`config.mk`:
```
export PLATFORM = sky130hd
export DESIGN_NAME = imem_ctrl_flat
export DESIGN_NICKNAME = d
export VERILOG_FILES = /design/src/rtl/imem_ctrl_pkg.sv /design/src/rtl/imem_ctrl_if.sv /design/src/rtl/imem_run_arb.sv /design/src/rtl/imem_ctrl.sv /design/src/flat_wrapper.sv
export SDC_FILE = /design/constraint.sdc
export NUM_CORES = 1
export LEC_CHECK = 0
export BUFFER_PORTS_ARGS = -buffer_cell sky130_fd_sc_hd__buf_4
export CAP_MARGIN = 40
export CORE_UTILIZATION = 38
export CTS_CLUSTER_SIZE = 8
export DETAILED_ROUTE_END_ITERATION = 8
export PLACE_DENSITY_LB_ADDON = 0.12
export SYNTH_ARGS = -nofsm -noshare
export SYNTH_HDL_FRONTEND = slang
export SYNTH_SLANG_ARGS = --single-unit
```
`constraint.sdc`:
```
create_clock -name clk -period 2.49 [get_ports clk]
set_input_delay 0.498 -clock clk [delete_from_list [all_inputs] [get_ports clk]]
set_output_delay 0.498 -clock clk [all_outputs]
set_load 0.02 [all_outputs]
```
`src/rtl/imem_ctrl_pkg.sv`:
```
// Shared types for the instruction-memory controller: FSM states, grant select
// and the default loader starvation limit.
package imem_ctrl_pkg;

   localparam int STARVE_MAX_DEF = 4;

   typedef enum logic [1:0] {
      RUN  = 2'd0,
      ZERO = 2'd1,
      LOAD = 2'd2
   } imem_state_e;

   typedef enum logic [1:0] {
      GNT_NONE  = 2'd0,
      GNT_FETCH = 2'd1,
      GNT_LOAD  = 2'd2,
      GNT_ZERO  = 2'd3
   } gnt_sel_e;

endpackage

```
`src/rtl/imem_ctrl_if.sv`:
```
// Fetch, loader and array-side signals of imem_ctrl. The slave modport is the
// controller's view; master is the requesters' and array's view.
interface imem_ctrl_if #(
   parameter int AW = 6,
   parameter int DW = 32
);
   logic          f_req;
   logic [AW-1:0] f_addr;
   logic          f_gnt;
   logic          f_rvalid;
   logic [DW-1:0] f_rdata;
   logic          l_start;
   logic          l_req;
   logic [AW-1:0] l_addr;
   logic [DW-1:0] l_wdata;
   logic          l_done;
   logic          l_gnt;
   logic          l_busy;
   logic          cpu_stall;
   logic [AW-1:0] mem_a;
   logic          mem_we;
   logic [DW-1:0] mem_wd;
   logic [DW-1:0] mem_rd;

   modport slave (
      input  f_req, f_addr, l_start, l_req, l_addr, l_wdata, l_done, mem_rd,
      output f_gnt, f_rvalid, f_rdata, l_gnt, l_busy, cpu_stall,
             mem_a, mem_we, mem_wd
   );

   modport master (
      output f_req, f_addr, l_start, l_req, l_addr, l_wdata, l_done, mem_rd,
      input  f_gnt, f_rvalid, f_rdata, l_gnt, l_busy, cpu_stall,
             mem_a, mem_we, mem_wd
   );
endinterface

```
`src/rtl/imem_run_arb.sv`:
```
// RUN-state arbiter: fetch has priority, but a loader denied STARVE_MAX
// consecutive cycles wins the next one.
module imem_run_arb
   import imem_ctrl_pkg::*;
#(
   parameter int STARVE_MAX = STARVE_MAX_DEF
) (
   input  logic     clk,
   input  logic     reset_n,
   input  logic     en,
   input  logic     f_req,
   input  logic     l_req,
   output gnt_sel_e gnt_sel
);

   localparam logic [3:0] STARVE_TC = 4'(STARVE_MAX);

   logic [3:0] starve_cnt;

   always_comb begin
      gnt_sel = GNT_NONE;
      if (en) begin
         if (l_req && (!f_req || starve_cnt == STARVE_TC)) begin
            gnt_sel = GNT_LOAD;
         end else if (f_req) begin
            gnt_sel = GNT_FETCH;
         end
      end
   end

   // outside RUN the loader is either served or parked, so history restarts
   always_ff @(posedge clk or negedge reset_n) begin
      if (!reset_n) begin
         starve_cnt <= 4'd0;
      end else if (!en || !l_req || gnt_sel == GNT_LOAD) begin
         starve_cnt <= 4'd0;
      end else if (starve_cnt != STARVE_TC) begin
         starve_cnt <= starve_cnt + 4'd1;
      end
   end

endmodule

```
`src/rtl/imem_ctrl.sv`:
```
// Instruction-memory controller: fetch/loader arbitration and the program load
// sequence. Define IMEM_ZERO_FILL_EN to clear the whole array before each load.
//
// state | meaning
// RUN   | CPU fetching, loader writes arbitrated in
// ZERO  | array being cleared one word per cycle (IMEM_ZERO_FILL_EN only)
// LOAD  | CPU stalled, loader owns the array until l_done
module imem_ctrl
   import imem_ctrl_pkg::*;
#(
   parameter int AW         = 6,
   parameter int DW         = 32,
   parameter int STARVE_MAX = STARVE_MAX_DEF
) (
   input logic        clk,
   input logic        reset_n,
   imem_ctrl_if.slave bus
);

   imem_state_e   state;
   gnt_sel_e      arb_sel;
   gnt_sel_e      sel;
   logic          busy;
   logic          rvalid;
   logic [DW-1:0] rdata;
`ifdef IMEM_ZERO_FILL_EN
   logic [AW-1:0] zero_ptr;
`endif

   imem_run_arb #(
      .STARVE_MAX (STARVE_MAX)
   ) u_run_arb (
      .clk     (clk),
      .reset_n (reset_n),
      .en      (state == RUN),
      .f_req   (bus.f_req),
      .l_req   (bus.l_req),
      .gnt_sel (arb_sel)
   );

   always_comb begin
      sel = GNT_NONE;
      case (state)
         RUN:     sel = arb_sel;
`ifdef IMEM_ZERO_FILL_EN
         ZERO:    sel = GNT_ZERO;
`endif
         LOAD:    sel = bus.l_req ? GNT_LOAD : GNT_NONE;
         default: sel = GNT_NONE;
      endcase
   end

   assign bus.f_gnt     = (sel == GNT_FETCH);
   assign bus.l_gnt     = (sel == GNT_LOAD);
   assign bus.f_rvalid  = rvalid;
   assign bus.f_rdata   = rdata;
   assign bus.l_busy    = busy;
   assign bus.cpu_stall = busy;

   always_comb begin
      bus.mem_a  = '0;
      bus.mem_we = 1'b0;
      bus.mem_wd = '0;
      case (sel)
         GNT_FETCH: bus.mem_a = bus.f_addr;
         GNT_LOAD: begin
            bus.mem_a  = bus.l_addr;
            bus.mem_we = 1'b1;
            bus.mem_wd = bus.l_wdata;
         end
`ifdef IMEM_ZERO_FILL_EN
         GNT_ZERO: begin
            bus.mem_a  = zero_ptr;
            bus.mem_we = 1'b1;
         end
`endif
         default: ;
      endcase
   end

   always_ff @(posedge clk or negedge reset_n) begin
      if (!reset_n) begin
         state  <= RUN;
         busy   <= 1'b0;
         rvalid <= 1'b0;
         rdata  <= '0;
`ifdef IMEM_ZERO_FILL_EN
         zero_ptr <= '0;
`endif
      end else begin
         rvalid <= bus.f_gnt;
         if (bus.f_gnt) begin
            rdata <= bus.mem_rd;
         end
         case (state)
            RUN: begin
               if (bus.l_start) begin
`ifdef IMEM_ZERO_FILL_EN
                  state <= ZERO;
`else
                  state <= LOAD;
`endif
                  busy <= 1'b1;
               end
            end
`ifdef IMEM_ZERO_FILL_EN
            ZERO: begin
               // pointer wraps to 0 on the last word, ready for the next load
               zero_ptr <= zero_ptr + AW'(1);
               if (zero_ptr == {AW{1'b1}}) begin
                  state <= LOAD;
               end
            end
`endif
            LOAD: begin
               if (bus.l_done) begin
                  state <= RUN;
                  busy  <= 1'b0;
               end
            end
            default: begin
               state <= RUN;
               busy  <= 1'b0;
            end
         endcase
      end
   end

endmodule

```
`src/flat_wrapper.sv`:
```
// flat-port wrapper written by rule: the top's interface ports become plain ports
module imem_ctrl_flat import imem_ctrl_pkg::*;
#(
   parameter int AW         = 6,
   parameter int DW         = 32,
   parameter int STARVE_MAX = STARVE_MAX_DEF
)
  (clk, reset_n, bus_f_req, bus_f_addr, bus_l_start, bus_l_req, bus_l_addr, bus_l_wdata, bus_l_done, bus_mem_rd, bus_f_gnt, bus_f_rvalid, bus_f_rdata, bus_l_gnt, bus_l_busy, bus_cpu_stall, bus_mem_a, bus_mem_we, bus_mem_wd);
  imem_ctrl_if #(.AW(AW), .DW(DW)) bus_i ();
  input logic clk;
  input logic reset_n;
  input wire logic [$bits(bus_i.f_req)-1:0] bus_f_req;
  input wire logic [$bits(bus_i.f_addr)-1:0] bus_f_addr;
  input wire logic [$bits(bus_i.l_start)-1:0] bus_l_start;
  input wire logic [$bits(bus_i.l_req)-1:0] bus_l_req;
  input wire logic [$bits(bus_i.l_addr)-1:0] bus_l_addr;
  input wire logic [$bits(bus_i.l_wdata)-1:0] bus_l_wdata;
  input wire logic [$bits(bus_i.l_done)-1:0] bus_l_done;
  input wire logic [$bits(bus_i.mem_rd)-1:0] bus_mem_rd;
  output wire logic [$bits(bus_i.f_gnt)-1:0] bus_f_gnt;
  output wire logic [$bits(bus_i.f_rvalid)-1:0] bus_f_rvalid;
  output wire logic [$bits(bus_i.f_rdata)-1:0] bus_f_rdata;
  output wire logic [$bits(bus_i.l_gnt)-1:0] bus_l_gnt;
  output wire logic [$bits(bus_i.l_busy)-1:0] bus_l_busy;
  output wire logic [$bits(bus_i.cpu_stall)-1:0] bus_cpu_stall;
  output wire logic [$bits(bus_i.mem_a)-1:0] bus_mem_a;
  output wire logic [$bits(bus_i.mem_we)-1:0] bus_mem_we;
  output wire logic [$bits(bus_i.mem_wd)-1:0] bus_mem_wd;
  assign bus_i.f_req = bus_f_req;
  assign bus_i.f_addr = bus_f_addr;
  assign bus_i.l_start = bus_l_start;
  assign bus_i.l_req = bus_l_req;
  assign bus_i.l_addr = bus_l_addr;
  assign bus_i.l_wdata = bus_l_wdata;
  assign bus_i.l_done = bus_l_done;
  assign bus_i.mem_rd = bus_mem_rd;
  assign bus_f_gnt = bus_i.f_gnt;
  assign bus_f_rvalid = bus_i.f_rvalid;
  assign bus_f_rdata = bus_i.f_rdata;
  assign bus_l_gnt = bus_i.l_gnt;
  assign bus_l_busy = bus_i.l_busy;
  assign bus_cpu_stall = bus_i.cpu_stall;
  assign bus_mem_a = bus_i.mem_a;
  assign bus_mem_we = bus_i.mem_we;
  assign bus_mem_wd = bus_i.mem_wd;
  imem_ctrl #(.AW(AW), .DW(DW), .STARVE_MAX(STARVE_MAX)) u_core (.clk(clk), .reset_n(reset_n), .bus(bus_i));
endmodule
```
== Yosys cells after proc, flatten, opt, wreduce, memory -nomap -nowiden ==
Cells that the tools add are included.
Operators by class
  add/subtract/negate cells: 1
  multipliers: 0
  divide/modulo/power cells: 0
  $lt $le $gt $ge: 0
  equality and inequality tests: 8
  shift-type cells: 0
  multiplexer cells: 16
  bitwise gates (word level): 0
  reductions and logical operators: 10
Operators with widths (count)
  $mux W32: 1
  $pmux W6 S2: 1
  $mux W2: 5
  $mux W4: 2
  $pmux W2 S2: 2
  $eq A2 B2 Y1 const B: 3
  $add A4 B1 Y4 const B: 1
  $eq A4 B3 Y1 const B: 1
  $mux W1: 4
  $ne A2 B2 Y1 const B: 2
  $ne A4 B3 Y1 const B: 1
  $logic_not A1 Y1: 3
  $logic_or A1 B1 Y1: 3
  $eq A2 B1 Y1 const B: 1
  $logic_not A2 Y1: 1
  $pmux W1 S2: 1
  $reduce_and A2 Y1: 1
  $reduce_bool A2 Y1: 1
  $logic_and A1 B1 Y1: 1
Word-level totals
  register bits: 40
  latch bits: 0
  memory bits (writable): 0
  memory bits (read-only): 0
  bits of input ports: 82
  output and inout port bits: 76
  logic and storage cells: 40
  memories: 0

== Depth between registers and ports, before layout ==
  depth in word-level cells: 8
  depth in mapped cells: 10
  depth with buffers taken out: 8

== Hierarchy ==
Synthesis repeated with hierarchy kept, for this count alone.
Unflattened totals
  cell total of the unflattened synthesis: 151
  area total of the unflattened synthesis: 1901.8 µm²
By module, submodules not included
  imem_ctrl: times used 1, cells each 129, area each 1670.4 µm²
  imem_run_arb: times used 1, cells each 22, area each 231.5 µm²

== Worst setup path after synthesis ==
Ideal clock, no wire load.
  path type: reg-to-output
  start point: register u_core.u_run_arb.starve_cnt[0]
  end point: output bus_mem_a[1]
  arrival: 1898 ps
  data required time: 1992 ps
  slack: 94 ps
  stages on the path, launching flop included: 11
  buffers on the path: 2
  cell sequence: dfrtp_1 > inv_1 > ha_1 > nand3b_4 > a21oi_4 > inv_1 > ha_1 > buf_2 > buf_4 > a22oi_1 > nor2_1
On the way
  word-level cells in the longest chain between the ends: 8
  elaborated cells between the ends (all ways): 9
Ends and longest elaborated chain
  start: declaration: line imem_run_arb.sv:18  | logic [3:0] starve_cnt;
  start signal: assignment: line imem_run_arb.sv:38  | starve_cnt <= starve_cnt + 4'd1;
  $eq A4 B3 Y1: line imem_run_arb.sv:23  | if (l_req && (!f_req || starve_cnt == STARVE_TC)) begin
  $logic_or A1 B1 Y1: line imem_run_arb.sv:23
  $logic_and A1 B1 Y1: line imem_run_arb.sv:23
  $mux W2: line imem_run_arb.sv:23
  $mux W2: line imem_run_arb.sv:22  | if (en) begin
  $pmux W2 S2: line imem_ctrl.sv:43  | case (state)
  $eq A2 B1 Y1
  via bus_f_gnt: line flat_wrapper.sv:20  | output wire logic [$bits(bus_i.f_gnt)-1:0] bus_f_gnt;
  $pmux W6 S2: line imem_ctrl.sv:64  | case (sel)
  end: declaration: line flat_wrapper.sv:26  | output wire logic [$bits(bus_i.mem_a)-1:0] bus_mem_a;
The timed path passes the listed nets, and every way through them passes these cells.

== Worst setup path after layout ==
  start point: register u_core.u_run_arb.starve_cnt[1]
  end point: output bus_mem_a[0]
On the way
  word-level cells in the longest chain between the ends: 8
  elaborated cells between the ends (all ways): 9
Ends and longest elaborated chain (line)
  $eq A4 B3 Y1 (*): imem_run_arb.sv:23
  $logic_or A1 B1 Y1 (*): imem_run_arb.sv:23
  $logic_and A1 B1 Y1 (*): imem_run_arb.sv:23
  $mux W2 (*): imem_run_arb.sv:23
  $mux W2 (*): imem_run_arb.sv:22
  $pmux W2 S2 (*): imem_ctrl.sv:43
  $eq A2 B2 Y1 / $eq A2 B1 Y1 (equally long branches): imem_ctrl.sv:64
  $pmux W6 S2 (*): imem_ctrl.sv:64
Every way passes the cells marked *; elsewhere a longest branch is shown, timed or not.

==> results.txt <==
The flow ran to the end, and the final reports show no timing, DRC or antenna violations. The worst path meets setup with 88.2 ps of slack. Setup repair after global routing left no endpoint under its margin. The leftover overflow at the end of global routing is 0.

The via count is 1676. The placeable core region came out at 4500 um2. The clock network power share came out at 0.249.

The power dissipated by switching net loads is 0.810 mW. The number of synthesized flops with an enable pin is 0. The total chip power is 2.49 mW. The largest total area in the synthesized netlist belongs to dfrtp_1.

The last weighted congestion value of the routability-driven placer came out at 0.790. The area overhead of the layout relative to synthesis is 77.3%. The commonest cells after synthesis are 38 x dfrtp_1, 32 x and2_1, 29 x mux2_1, 6 x inv_1. The most frequent cell after synthesis is dfrtp_1.

The count of final max-slew check failures is 0. The share of the cycle needed by the critical path after routing is 0.965. In this run the cell area measured after placement is 3070 um2. The sequential share of power came out at 0.350. The power density normalized to cell area is 764 nW/um2. The max-cap check violation count is 0. The number of diodes added for antenna fixing is 0.

The number of rows in the core area came out at 24. The fraction of power consumed by combinational cells came out at 0.401. Setup violations remaining at the end of the flow were counted as 0. The design area is 3270 um2. The CTS tree is built. The number of DRC markers after the initial detailed-route iteration came out at 25.

The clock input transition at the sequential cells of the worst setup and hold paths is 70 ps. The worst hold slack came out at 165 ps. Of the synthesized area, sequential elements account for 0.516. In this run the tool buffered the top-level ports with 157 buffer cells. The final number of hold-violating endpoints came out at 0. The largest net degree at the start of global routing is 39. By area the synthesized netlist is led by dfrtp_1 52%, mux2_1 18%, and2_1 11%. The path type of the worst setup path is flip-flop to output port.

The hold buffer count at CTS is 0. The proportion of register bits with asynchronous set or reset after synthesis is 1.00. The via count of the first global-routing pass is 1695.

The transition at the pin with the smallest max-transition slack came out at 475 ps. STA classifies the critical path startpoint as a flip-flop. The average size of a mapped cell came out at 12.6 um2.

The signal arrival time at the worst endpoint is 1900 ps. The final HPWL from detailed placement is 4.08 mm. In this run the vertical extent of the chip is 71.6 um. The post-route setup TNS came out at 0 ps. The root cell of the clock tree is clkbuf_8.

The number of nets still failing antenna checks after routing is 0. The endpoint kind of the worst setup timing path is an output port. After synthesis the netlist holds a flip-flop and latch count of 38.

The cell area after technology mapping came out at 1840 um2. The number of synthesis warnings is 0. The clock latency on the worst-skew pair came out at 290 ps. TritonCTS created 5 clock buffers. The leakage power total came out at 1.71 nW. The global-route wire length before repair is 7.70 mm.

The worst endpoint required time came out at 1990 ps. No sink is reached through more buffers than the 2 on the longest clock path. The count of pins on the block boundary is 158. The total detailed-routing wirelength came out at 5.21 mm.

Among all flip-flop cells after synthesis, the most frequent one is dfrtp_1. The mean routed wirelength per cell is 14.4 um. The number of antenna violations at the first check in global routing came out at 0. Clock skew on the completed layout was measured at 5.71 ps. Of the total power, the share spent switching nets is 0.325. The maximum fanout encountered on the critical timing path came out at 5. The internal power of the cells totals 1.68 mW. The total die area came out at 5130 um2. The filler cell count in the final layout came out at 337. In this run the worst hold path is classified as input port to async pin. The multi-input combinational cell area came out at 846 um2.

In the synthesized netlist, the number of instances is 146. The initial core utilization is 0.409. The total number of clock tree sinks is 38. For this run, design rule violations remaining after detail routing come to 0. For this run, the total global-route usage over all layers was measured as 0.194. In this run, distinct cell masters in the synthesized netlist total 24. The final layout net count is 394. The time the final worst path needs with I/O delays and setup is 2400 ps. The area of all sequential standard cells came out at 951 um2.

The peak supply drop came out at 0.572 mV. The H-tree depth is 2. Headroom to the max-slew limit came out at 0.683. The die is 71.6 um wide. The ratio of routed vias to standard cells came out at 4.64.

The area share of the largest cell type after synthesis came out at 0.516. The first-pass detailed-route iteration total is 3. The maximum clock frequency is 0.416 GHz. The share of post-route cells with drive strength above 1 is 0.615. The total nets after synthesis came out at 232.

The worst slack at placement is 90.2 ps.
placed cells by master, fill, tap and decap left out, drive strengths merged:
| cell type | netlist | final |
|---|---|---|
| buf | 6 | 164 |
| dfrtp | 38 | 38 |
| and2 | 32 | 32 |
| mux2 | 32 | 32 |
| inv | 6 | 6 |
| a32o | 5 | 5 |
| clkbuf | 3 | 5 |
| ha | 4 | 4 |
| nor2 | 3 | 3 |
| a21oi | 3 | 3 |
| nor2b | 2 | 2 |
| xnor2 | 2 | 2 |
| nor4 | 2 | 2 |
| and3 | 2 | 2 |
| bufinv | 0 | 2 |
| nand3b | 1 | 1 |
| o21ai | 1 | 1 |
| a22oi | 1 | 1 |
| nand2b | 1 | 1 |
| and3b | 1 | 1 |
| nand3 | 1 | 1 |
| clkinv | 0 | 1 |
final cells by class:
type	count	share of cell area
clock buffer	5	0.0211
clock inverter	3	0.0211
inverter	6	0.00690
multi-input combinational	93	0.259
sequential	38	0.291
tap	52	0.0199
timing repair buffer	164	0.381
final timing paths:
check | slack, ps | end | depth (start not counted) | from
worst min-delay path | 170 | u_core.bus.f_rdata[18] | 1 | reset_n
max in group asynchronous | 1990 | u_core.bus.f_rdata[6] | 1 | reset_n
worst min register to register | 490 | u_core.bus.f_rdata[19] | 1 | u_core.bus.f_rdata[19]
min in group clk | 380 | u_core.state[1] | 2 | bus_l_done
worst max register to register | 470 | u_core.bus.f_rdata[9] | 9 | u_core.u_run_arb.starve_cnt[1]
worst max-delay path | 90 | bus_mem_a[0] | 8 | u_core.u_run_arb.starve_cnt[1]
kinds of logic (layout without fill, tap and decap cells):
group,after synthesis,in the layout,share of synthesized area
flip-flops,38,38,0.516
adder cells (fa/ha/maj),4,4,0.0272
XOR/XNOR,2,2,0.00951
buffers and inverters,15,178,0.0414
AND/OR/NAND/NOR,45,45,0.158
AO/OA/AOI/OAI,10,10,0.0516
multiplexers,32,32,0.196
per-layer routing:
metal	up-vias	routed length, um	global-route usage
li1	816	-	-
met4	0	42	0.0458
met5	-	0	0
met2	80	2750	0.364
met3	6	487	0.0675
met1	774	1930	0.208
power by group through the flow:
stage / Combinational, mW / Clock [mW] / Sequential, mW
after floorplan: 0.283 / 0 / 1.09
after global placement: 0.986 / 0 / 0.874
after detailed placement: 0.998 / 0 / 0.883
after CTS: 1.01 / 0.641 / 0.873
after global routing: 1.06 / 0.662 / 0.893
final: 1.00 / 0.621 / 0.873
timing repair:
item,4_1_cts,5_1_grt
buffers inserted,3,1
pin swaps,3,1
resized for setup,4,5
setup endpoints to repair,37,23
critical path, cell delays in order, from the launching register on:
cell and delay, ps:
dfrtp_1 400, inv_2 80, ha_4 140, nand3b_4 100, a21oi_4 150, ha_1 300, nor2b_4 180, a32o_2 140
buf_4 130
state kept, by name, summed over array words and instances, names as in the netlist:
name / cells
u_core.bus.f_rdata: 32
u_core.state: 1
u_core.u_run_arb.starve_cnt: 4
u_core.bus.f_rvalid: 1
through the flow:
stage,utilization,cells
finish,0.725,361
global route,0.725,361
CTS,0.720,360
detailed placement,0.681,349
global placement,0.681,349
floorplan,-,146
(Power assumes the default switching activity.)
